<file path="config.mk">
export PLATFORM = sky130hd
export DESIGN_NAME = fetch_stage
export DESIGN_NICKNAME = d
export VERILOG_FILES = /design/src/rtl/cpu_pkg.sv /design/src/rtl/if_id_reg.sv /design/src/rtl/fetch_stage.sv
export SDC_FILE = /design/constraint.sdc
export NUM_CORES = 1
export LEC_CHECK = 0
export CORE_MARGIN = 4
export CORE_UTILIZATION = 55
export DETAILED_ROUTE_END_ITERATION = 8
export GPL_TIMING_DRIVEN = 0
export PLACE_DENSITY = 0.87
export SLEW_MARGIN = 10
export SYNTH_ARGS = -nofsm -noshare
export SYNTH_HDL_FRONTEND = slang
export SYNTH_SLANG_ARGS = --single-unit
</file>
<file path="constraint.sdc">
create_clock -name clk -period 6 [get_ports clk]
set_input_delay 1.8 -clock clk [delete_from_list [all_inputs] [get_ports clk]]
set_output_delay 1.8 -clock clk [all_outputs]
set_load 0.01 [all_outputs]
</file>
<file path="src/rtl/cpu_pkg.sv">
// Shared types and constants for the CPU front end.
package cpu_pkg;
  localparam int unsigned DATA_W  = 32;
  localparam int unsigned PC_STEP = 4;

  typedef enum logic [1:0] {
    S_REQ     = 2'd0,
    S_HELD    = 2'd1,
    S_DISCARD = 2'd2
  } fetch_state_e;

  typedef struct packed {
    logic              valid;
    logic [DATA_W-1:0] instr;
    logic [DATA_W-1:0] pc;
    logic [DATA_W-1:0] pc_plus4;
  } if_id_t;

  // Sequential successor address; wraps modulo 2^DATA_W.
  function automatic logic [DATA_W-1:0] next_pc(input logic [DATA_W-1:0] pc);
    return pc + DATA_W'(PC_STEP);
  endfunction
endpackage

</file>
<file path="src/rtl/if_id_reg.sv">
// IF/ID pipeline register: reset > flush > load > hold-on-stall > consume.
module if_id_reg
  import cpu_pkg::*;
(
  input  logic   clk,
  input  logic   rst,
  input  logic   i_flush,
  input  logic   i_load,
  input  logic   i_stall,
  input  if_id_t i_data,
  output if_id_t o_q
);
  if_id_t r_q;

  always_ff @(posedge clk) begin
    if (rst) begin
      r_q <= '0;
    end else if (i_flush) begin
      r_q.valid <= 1'b0;
    end else if (i_load) begin
      r_q <= i_data;
    end else if (!i_stall) begin
      r_q.valid <= 1'b0;
    end
  end

  assign o_q = r_q;
endmodule

</file>
<file path="src/rtl/fetch_stage.sv">
// Instruction fetch: owns the PC, drives the imem req/ack handshake, fills IF/ID.
module fetch_stage
  import cpu_pkg::*;
(
  input  logic              clk,
  input  logic              rst,
  input  logic [DATA_W-1:0] pc_init,
  input  logic              stall_i,
  input  logic              redirect_valid,
  input  logic [DATA_W-1:0] redirect_pc,
  output logic              imem_req,
  output logic [DATA_W-1:0] imem_addr,
  input  logic              imem_ack,
  input  logic [DATA_W-1:0] imem_rdata,
  output logic [DATA_W-1:0] program_counter,
  output logic              if_id_valid,
  output logic [DATA_W-1:0] if_id_instr,
  output logic [DATA_W-1:0] if_id_pc,
  output logic [DATA_W-1:0] if_id_pc_plus4
);
  fetch_state_e      r_state, w_state_nxt;
  logic [DATA_W-1:0] r_pc, w_pc_nxt;
  logic [DATA_W-1:0] r_stale_addr, w_stale_nxt;
  logic [DATA_W-1:0] r_hold_instr, w_hold_instr_nxt;
  logic [DATA_W-1:0] r_hold_pc, w_hold_pc_nxt;
  logic              w_load;
  if_id_t            w_load_data;
  if_id_t            w_if_id;

  always_ff @(posedge clk) begin
    if (rst) begin
      r_state      <= S_REQ;
      r_pc         <= pc_init;
      r_stale_addr <= '0;
      r_hold_instr <= '0;
      r_hold_pc    <= '0;
    end else begin
      r_state      <= w_state_nxt;
      r_pc         <= w_pc_nxt;
      r_stale_addr <= w_stale_nxt;
      r_hold_instr <= w_hold_instr_nxt;
      r_hold_pc    <= w_hold_pc_nxt;
    end
  end

  always_comb begin
    w_state_nxt      = r_state;
    w_pc_nxt         = r_pc;
    w_stale_nxt      = r_stale_addr;
    w_hold_instr_nxt = r_hold_instr;
    w_hold_pc_nxt    = r_hold_pc;
    w_load           = 1'b0;
    w_load_data      = '{valid: 1'b1, instr: imem_rdata, pc: r_pc, pc_plus4: next_pc(r_pc)};
    imem_req         = 1'b0;
    imem_addr        = r_pc;
    case (r_state)
      S_REQ: begin
        imem_req = !rst;
        if (imem_ack) begin
          if (redirect_valid) begin
            w_pc_nxt = redirect_pc;
          end else begin
            w_pc_nxt = next_pc(r_pc);
            if (!w_if_id.valid || !stall_i) begin
              w_load = 1'b1;
            end else begin
              // Decode is full and stalled: park the word until the slot frees.
              w_hold_instr_nxt = imem_rdata;
              w_hold_pc_nxt    = r_pc;
              w_state_nxt      = S_HELD;
            end
          end
        end else if (redirect_valid) begin
          // Request already in flight: keep its address on the bus until acked.
          w_stale_nxt = r_pc;
          w_pc_nxt    = redirect_pc;
          w_state_nxt = S_DISCARD;
        end
      end
      S_HELD: begin
        w_load_data = '{valid: 1'b1, instr: r_hold_instr, pc: r_hold_pc,
                        pc_plus4: next_pc(r_hold_pc)};
        if (redirect_valid) begin
          w_pc_nxt    = redirect_pc;
          w_state_nxt = S_REQ;
        end else if (!stall_i) begin
          w_load      = 1'b1;
          w_state_nxt = S_REQ;
        end
      end
      S_DISCARD: begin
        imem_req  = !rst;
        imem_addr = r_stale_addr;
        if (redirect_valid) w_pc_nxt = redirect_pc;
        if (imem_ack) w_state_nxt = S_REQ;
      end
      default: w_state_nxt = S_REQ;
    endcase
  end

  if_id_reg u_if_id (
    .clk     (clk),
    .rst     (rst),
    .i_flush (redirect_valid),
    .i_load  (w_load),
    .i_stall (stall_i),
    .i_data  (w_load_data),
    .o_q     (w_if_id)
  );

  assign program_counter = r_pc;
  assign if_id_valid     = w_if_id.valid;
  assign if_id_instr     = w_if_id.instr;
  assign if_id_pc        = w_if_id.pc;
  assign if_id_pc_plus4  = w_if_id.pc_plus4;
endmodule
</file>
**Yosys cells after proc, flatten, opt, wreduce, memory -nomap -nowiden**

Cells that the tools add are included.
W data, S select, Z words.

- Logic and storage cells: 59
- Bits in read-only memories: 0
- Latch bits: 0
- Register bits: 227
- Bits in writable memories: 0
- Memories: 0
- Output and inout port bits: 162

- $mul: 0
- Reductions and logical operators: 13
- $lt $le $gt $ge: 0
- Equality and inequality tests: 8
- Add/subtract/negate cells: 2
- Shift-type cells: 0
- Bitwise gates (word level): 3
- Div/mod/pow operators: 0
- Muxes and demuxes: 24

Operators by type and width:

| operator | number |
|---|---|
| $mux W32 | 5 |
| $mux W96 | 1 |
| $add A32 B3 Y32 const B | 2 |
| $pmux W32 S2 | 1 |
| $mux W2 | 7 |
| $ne A3 B3 Y1 const B | 4 |
| $mux W1 | 8 |
| $pmux W2 S3 | 1 |
| $reduce_or A2 Y1 | 3 |
| $reduce_and A5 Y1 | 1 |
| $reduce_and A4 Y1 | 1 |
| $logic_not A1 Y1 | 3 |
| $not A1 Y1 | 3 |
| $reduce_and A3 Y1 | 1 |
| $reduce_bool A3 Y1 | 1 |
| $eq A2 B1 Y1 const B | 1 |
| $eq A2 B2 Y1 const B | 1 |
| $logic_not A2 Y1 | 1 |
| $ne A2 B1 Y1 const B | 1 |
| $ne A2 B2 Y1 const B | 1 |
| $pmux W1 S2 | 1 |
| $reduce_and A2 Y1 | 1 |
| $logic_or A1 B1 Y1 | 1 |

**Depth between registers and ports, before layout**

Gate-level depths: netlist (run 1).

- Depth after elaboration: 7
- Mapped depth: 9

**Hierarchy**

From an unflattened synthesis (run 1), not the netlist that was laid out.

- Cell total of the unflattened synthesis: 1429
- Area total of the unflattened synthesis: 11637.4 µm²

Modules (own cells, without submodules):

| module | area each (µm²) | cells each | times used | sequential area each (µm²) |
|---|---|---|---|---|
| fetch_stage | 8166.6 | 1006 | 1 | 2922.8 |
| if_id_reg | 3470.8 | 423 | 1 | 1941.9 |

**Worst setup path after synthesis (run 1)**

No wires, ideal clock.

- Path kind: input -> output
- Start point: input rst
- End point: output imem_req
- Arrival: 2708 ps
- Path slack: 1492 ps
- Stages: 4
- Required time: 4200 ps
- Cell sequence: clkbuf_1 clkbuf_1 clkbuf_1 nor2_1

- Longest elaborated chain between the ends: 2

Ends and longest elaborated chain:

| item | line | RTL |
|---|---|---|
| start: declaration | fetch_stage.sv:6 | `input logic rst,` |
| $logic_not A1 Y1 | fetch_stage.sv:58, fetch_stage.sv:92 |  |
| $mux W1 | - |  |
| end: declaration | fetch_stage.sv:11 | `output logic imem_req,` |

Every way passes these cells.

**Worst setup path in the final report (run 1)**

Same ends and word-level chain as after synthesis.

==> results_dict.tcl, run 1 <==
set metrics [dict create \
    status "completed" \
    post-cts-setup-buffers 0 \
    area_delta_synth_final_pct 34.5 \
    synth_top_area_share_pct 34.3 \
    fin_skew_ps 30.9 \
    gp_congestion 0.978 \
    viasPerCell 6.18 \
    synth-warning-count 0 \
    required_ps 4200 \
    dr.first_iter.drc_count 1551 \
    ctsHoldBuffers 0 \
    reg2reg_from "r_state[0]$_SDFFE_PP0P_" \
    io_buffers 260 \
    ys_seq_area_share_pct 42.8 \
    min_path_cells 2 \
    comb_power_share_pct 27.1 \
    ir_worst_vdd_uv 202 \
    worst_slew_pin_slew_ps 1070 \
    grt_pass1_wl_um 61100 \
    netlist_top_cells_area "dfxtp_1 (34%), nand2_1 (9.2%), edfxtp_1 (8.5%)" \
    path_clk_slew_ps 60 \
    async_reset_ff_share_pct 0 \
    finalNonFillerCells 1933 \
    hold_path.class "reg -> reg" \
    timing.final.crit_period_ps 5850 \
    synth_top_area_cell "dfxtp_1" \
    yosysUniqueCellTypes 55 \
    dieArea_um2 22900 \
    cts_sinks 225 \
    postRouteAntennaNets 0 \
    die_width_um 151 \
    hold_viol 0 \
    multi_input_area_um2 5860 \
    wl_um 40900 \
    rsz0062_at_grt "false" \
    p_per_area_nw_per_um2 321 \
    fp.dieH_um 151 \
    placedCellCount 1889 \
    dpl_cell_area_um2 14200 \
    grt_usage_pct 34.1 \
    first_pass_iters 6 \
    path_class "in -> out" \
    finalSetupViolations 0 \
    p_sw_mw 1.50 \
    clkPwrFrac_pct 36.0 \
    use_met2_pct 53.5 \
    antenna_found_initial 0 \
    num_io_pins 263 \
    dp_hpwl_um 29800 \
    syn_inst 1359 \
    fin_area_um2 15200 \
    seqPwrFrac_pct 36.8 \
    syn_avg_cell_area_um2 8.30 \
    grt_max_degree 31 \
    post-route-drc-count 0 \
    grt_util_met3_pct 6.73 \
    diodes 0 \
    fillers 1433 \
    core_um2 20200 \
    p_int_mw 3.36 \
    ys.flop_type "dfxtp_1" \
    syn-num-nets 1465 \
    wl_per_cell_um 21.2 \
    critPathMaxFanout 10 \
    switching_share_pct 30.8 \
    vias 11900 \
    cts_buffer_depth 3 \
    hold_start "r_hold_instr[9]$_SDFFE_PP0P_" \
    root_buffer "clkbuf_16" \
    start_util_pct 55.9 \
    slew_viol_final 0 \
    rr_worst_depth 9 \
    final_layout_size_suffix_gt1_share_pct 5.95 \
    met1_usage_pct 45.2 \
    finalSetupTns_ps 0 \
    gr-max-usage-layer "met2" \
    cts-resized-gates 0 \
    finalCritPeriodShare_pct 97.5 \
    worst_skew_pair.late_latency_ps 540 \
    drv_cap 0 \
    slew_headroom_pct 28.4 \
    ys_seq_elements 225 \
    synth_edf_count 32 \
    cts_tree "done" \
    cts_max_level 1 \
    power.leakage_nw 5.03 \
    arrival_ps 4050 \
    cp-start-kind "input pin" \
    max_freq_mhz 171 \
    r2r_setup_slack_ps 2930 \
    power.total_mw 4.86 \
    r2r-end "u_if_id.o_q[4]$_SDFFE_PP0P_" \
    whs_endpoint "r_hold_instr[9]$_SDFFE_PP0P_" \
    numCtsBuffers 24 \
    first_global_vias 11300 \
    overflow 0 \
    finalNetCount 1751 \
    rows 52 \
    seq_area_um2 4820 \
    endpoint_kind "primary output" \
    synth.cell_area_um2 11300 \
]
[registers in the layout, summed over array words and instances, names as in the netlist]
| name | cells |
|---|---|
| r_state | 2 |
| u_if_id.o_q | 95 |
| r_hold_pc | 32 |
| r_stale_addr | 32 |
| program_counter | 32 |
| r_hold_instr | 32 |
[power groups by stage]
stage | logic [mW] | clock network (mW) | registers, mW
floorplan | 0.604 | 0 | 1.85
global placement | 1.26 | 0 | 1.81
detailed placement | 1.28 | 0 | 1.82
CTS | 1.30 | 1.73 | 1.79
global route | 1.40 | 1.80 | 1.80
finish | 1.32 | 1.75 | 1.79
[critical path, cell delays in order]
cell and delay [ps]:
clkbuf_1 340, clkbuf_1 640, clkbuf_1 580, nor2_1 160
clkdlybuf4s50_1 520
[final cells by class]
class	count	share of cell area (%)
inverter	12	0.297
clock buffer	35	5.34
tap	270	2.23
sequential	225	31.8
clock inverter	9	0.940
multi-input combinational	986	38.6
buffer	136	3.59
timing repair buffer	260	17.2
[Yosys cell counts, drive strengths merged, types with 2 or more instances]
cell type,n
and2,3
o31ai,10
a21oi,135
a211o,2
or3,12
o21a,5
clkbuf,113
nand2b,6
o211ai,8
nand3b,3
nor3b,2
edfxtp,32
a221o,2
nor3,30
mux2i,78
nor4,26
o31a,8
xnor2,34
nand3,27
and4,6
a211oi,65
o22ai,12
and3,5
o221ai,5
a22oi,2
a32o,8
dfxtp,193
buf,23
nor2,90
mux2,29
o21ai,32
or4,9
nand2,275
xor2,18
ha,5
nand4,19
nor2b,5
inv,11
[per-layer routing]
layer  routed length (um)  up-vias
met4                 2160        0
met2                18500      852
met5                    0        -
met3                 4760      163
li1                     -     5372
met1                15400     5550
[cell usage in the layout, fill, tap and decap left out, types with 11 or more instances in the layout]
cell type and instances:
edfxtp_1 32, a21oi_1 135, clkbuf_16 30, xor2_1 18
nor2_1 90, or3_1 11, clkbuf_1 114, o22ai_1 12
buf_2 12, nand4_1 17, dfxtp_1 193, nor4_1 22
o21ai_0 30, inv_1 11, clkdlybuf4s50_1 260, mux2_2 29
nand3_1 27, a211oi_1 65, xnor2_1 34, nand2_1 275
mux2i_1 78, nor3_1 30
[logic make-up (layout without fill, tap and decap cells)]
| family | after synthesis | after routing | share of synthesized area (%) |
|---|---|---|---|
| buf+inv | 148 | 452 | 5.23 |
| simple gates | 520 | 520 | 20.8 |
| mux | 107 | 107 | 9.82 |
| fa+ha+maj | 5 | 5 | 0.555 |
| xor+xnor | 52 | 52 | 4.04 |
| flops | 225 | 225 | 42.8 |
| compound gates | 302 | 302 | 16.8 |
[stage by stage]
stage                     util [%]  hold slack (ps)  setup WS, ps
final                         75.2              454           148
after global routing          75.2              469           152
after CTS                     75.2              455           257
after detailed placement      70.5              447           288
after global placement        70.5              438           277
after floorplan                  -              433          1490
[how the worst max path moves through the flow]
| stage | start | to | depth (start not counted) |
|---|---|---|---|
| 2_1_floorplan | rst | imem_req | 4 |
| 3_3_place_gp | rst | imem_req | 5 |
| 3_5_place_dp | rst | imem_req | 5 |
| 4_1_cts | rst | imem_req | 5 |
| 5_1_grt | rst | imem_req | 5 |
| 6_report | rst | imem_req | 5 |
Note: power is estimated with default switching activity, not from simulation.
==> inputs of run 2 (changes only) <==
Settings changed: SETUP_SLACK_MARGIN set to 0.2.
==> run 2 against run 1 <==
  * Critical path depth stayed put
  * Die area unchanged
  * Sequential share of layout area is essentially flat
  * Largest power group unchanged
==> results_dict.tcl, run 2 (same netlist as run 1, synthesis figures left out) <==
set metrics [dict create \
    status "completed" \
    gp_congestion 0.978 \
    r2r-end "u_if_id.o_q[4]$_SDFFE_PP0P_" \
    wl_per_cell_um 21.2 \
    required_ps 4200 \
    finalSetupTns_ps 0 \
    timing.final.crit_period_ps 5630 \
    die_width_um 151 \
    r2r_setup_slack_ps 2920 \
    slowest_stage "clkbuf_1" \
    cp-start-kind "input pin" \
    fin_area_um2 15200 \
    rr_worst_depth 9 \
    area_delta_synth_final_pct 34.6 \
    whs_ps 454 \
    path_class "in -> out" \
    max_freq_mhz 178 \
    root_buffer "clkbuf_16" \
    numCtsBuffers 24 \
    cts_tree "done" \
    fin_skew_ps 29.1 \
    ctsHoldBuffers 0 \
    most-common-layout-cells "nand2_1 (275), clkdlybuf4s50_1 (260), dfxtp_1 (193)" \
    slew_viol_final 0 \
    finalCritPeriodShare_pct 93.8 \
    grt_pass1_wl_um 61100 \
    hold_path.class "reg -> reg" \
    post-route-drc-count 0 \
    cts_buffer_depth 3 \
    grt_usage_pct 34.1 \
    hold_start "r_hold_instr[9]$_SDFFE_PP0P_" \
    first_global_vias 11300 \
    grt_max_degree 31 \
    drv_cap 0 \
    hold_viol 0 \
    cts_max_level 1 \
    placedCellCount 1889 \
    crit_path_cell_trace "clkbuf_1 -> clkbuf_2 -> clkbuf_1 -> nor2_1 -> clkdlybuf4s50_1" \
    fp.dieH_um 151 \
    finalSetupViolations 0 \
    core_um2 20200 \
    dieArea_um2 22900 \
    dr.first_iter.drc_count 1543 \
    final_layout_size_suffix_gt1_share_pct 6.01 \
    wl_um 40900 \
    reg2reg_from "r_state[0]$_SDFFE_PP0P_" \
    postRouteAntennaNets 0 \
    largest_reg_flops 95 \
    overflow 0 \
    finalNetCount 1751 \
    critPathMaxStageDelay_ps 560 \
    cts_sinks 225 \
    finalNonFillerCells 1933 \
    rsz0062_at_grt "false" \
    dp_hpwl_um 29800 \
    first_pass_iters 8 \
    cpMostUsedCell "clkbuf_1" \
    path_clk_slew_ps 60 \
    num_io_pins 263 \
    rows 52 \
    endpoint_kind "primary output" \
    whs_endpoint "r_hold_instr[9]$_SDFFE_PP0P_" \
    arrival_ps 3830 \
    vias 11900 \
    slew_headroom_pct 28.5 \
    antenna_found_initial 0 \
    diodes 0 \
    min_path_cells 2 \
    io_buffers 260 \
    worst_skew_pair.late_latency_ps 540 \
    fillers 1432 \
    start_util_pct 55.9 \
    viasPerCell 6.17 \
    critPathMaxFanout 10 \
    power.leakage_nw 5.04 \
    dpl_cell_area_um2 14200 \
    p_per_area_nw_per_um2 321 \
    ir_worst_vdd_uv 202 \
    worst_slew_pin_slew_ps 1070 \
    final_common_cell "nand2_1" \
]
[run 2: cell counts in the layout (fill, tap and decap cells not counted)]
No cell type changed its count.
[run 2: power breakdown]
| group | internal (mW) | total [mW] | switching, mW |
|---|---|---|---|
| Clock | 1.08 | 1.75 | 0.675 |
| Sequential | 1.68 | 1.79 | 0.108 |
| Combinational | 0.601 | 1.32 | 0.718 |
| Total | 3.36 | 4.86 | 1.50 |
[run 2: critical path, delay by kind of cell]
| kind | cells | cell delay, ps |
|---|---|---|
| simple gates | 1 | 170 |
| buf+inv | 4 | 1850 |
[run 2: cell type report]
type	instances	area, um^2	area share [%]
clock buffers	35	810	5.34
well taps	270	338	2.23
clock inverters	9	143	0.940
multi-input cells	986	5860	38.6
flip-flops and latches	225	4820	31.8
inverters	12	45.0	0.297
repair buffers	260	2600	17.2
plain buffers	136	546	3.60
[run 2: worst max path at each step]
stage | end | cells after the start | startpoint
2_1_floorplan | imem_req | 4 | rst
3_3_place_gp | imem_req | 5 | rst
3_5_place_dp | imem_req | 5 | rst
4_1_cts | imem_req | 5 | rst
5_1_grt | imem_req | 5 | rst
6_report | imem_req | 5 | rst
[run 2: routing by layer]
| metal | routed length, um | global-route usage [%] | up-vias |
|---|---|---|---|
| li1 | - | - | 5370 |
| met1 | 15500 | 45.2 | 5554 |
| met2 | 18500 | 53.5 | 844 |
| met3 | 4690 | 6.73 | 165 |
| met4 | 2160 | 16.3 | 0 |
| met5 | 0 | 0 | - |
[run 2: through the flow]
stage	utilization (%)	setup slack, ps	total power [mW]
final	75.2	372	4.86
after global routing	75.2	386	5.00
after CTS	75.2	257	4.82
after detailed placement	70.5	288	3.10
after global placement	70.5	277	3.07
after floorplan	-	1490	2.45
[run 2: repair_timing]
action                     in CTS  in global routing
resized for setup               0                  2
setup endpoints to repair       0                  1
setup buffers                   0                  0
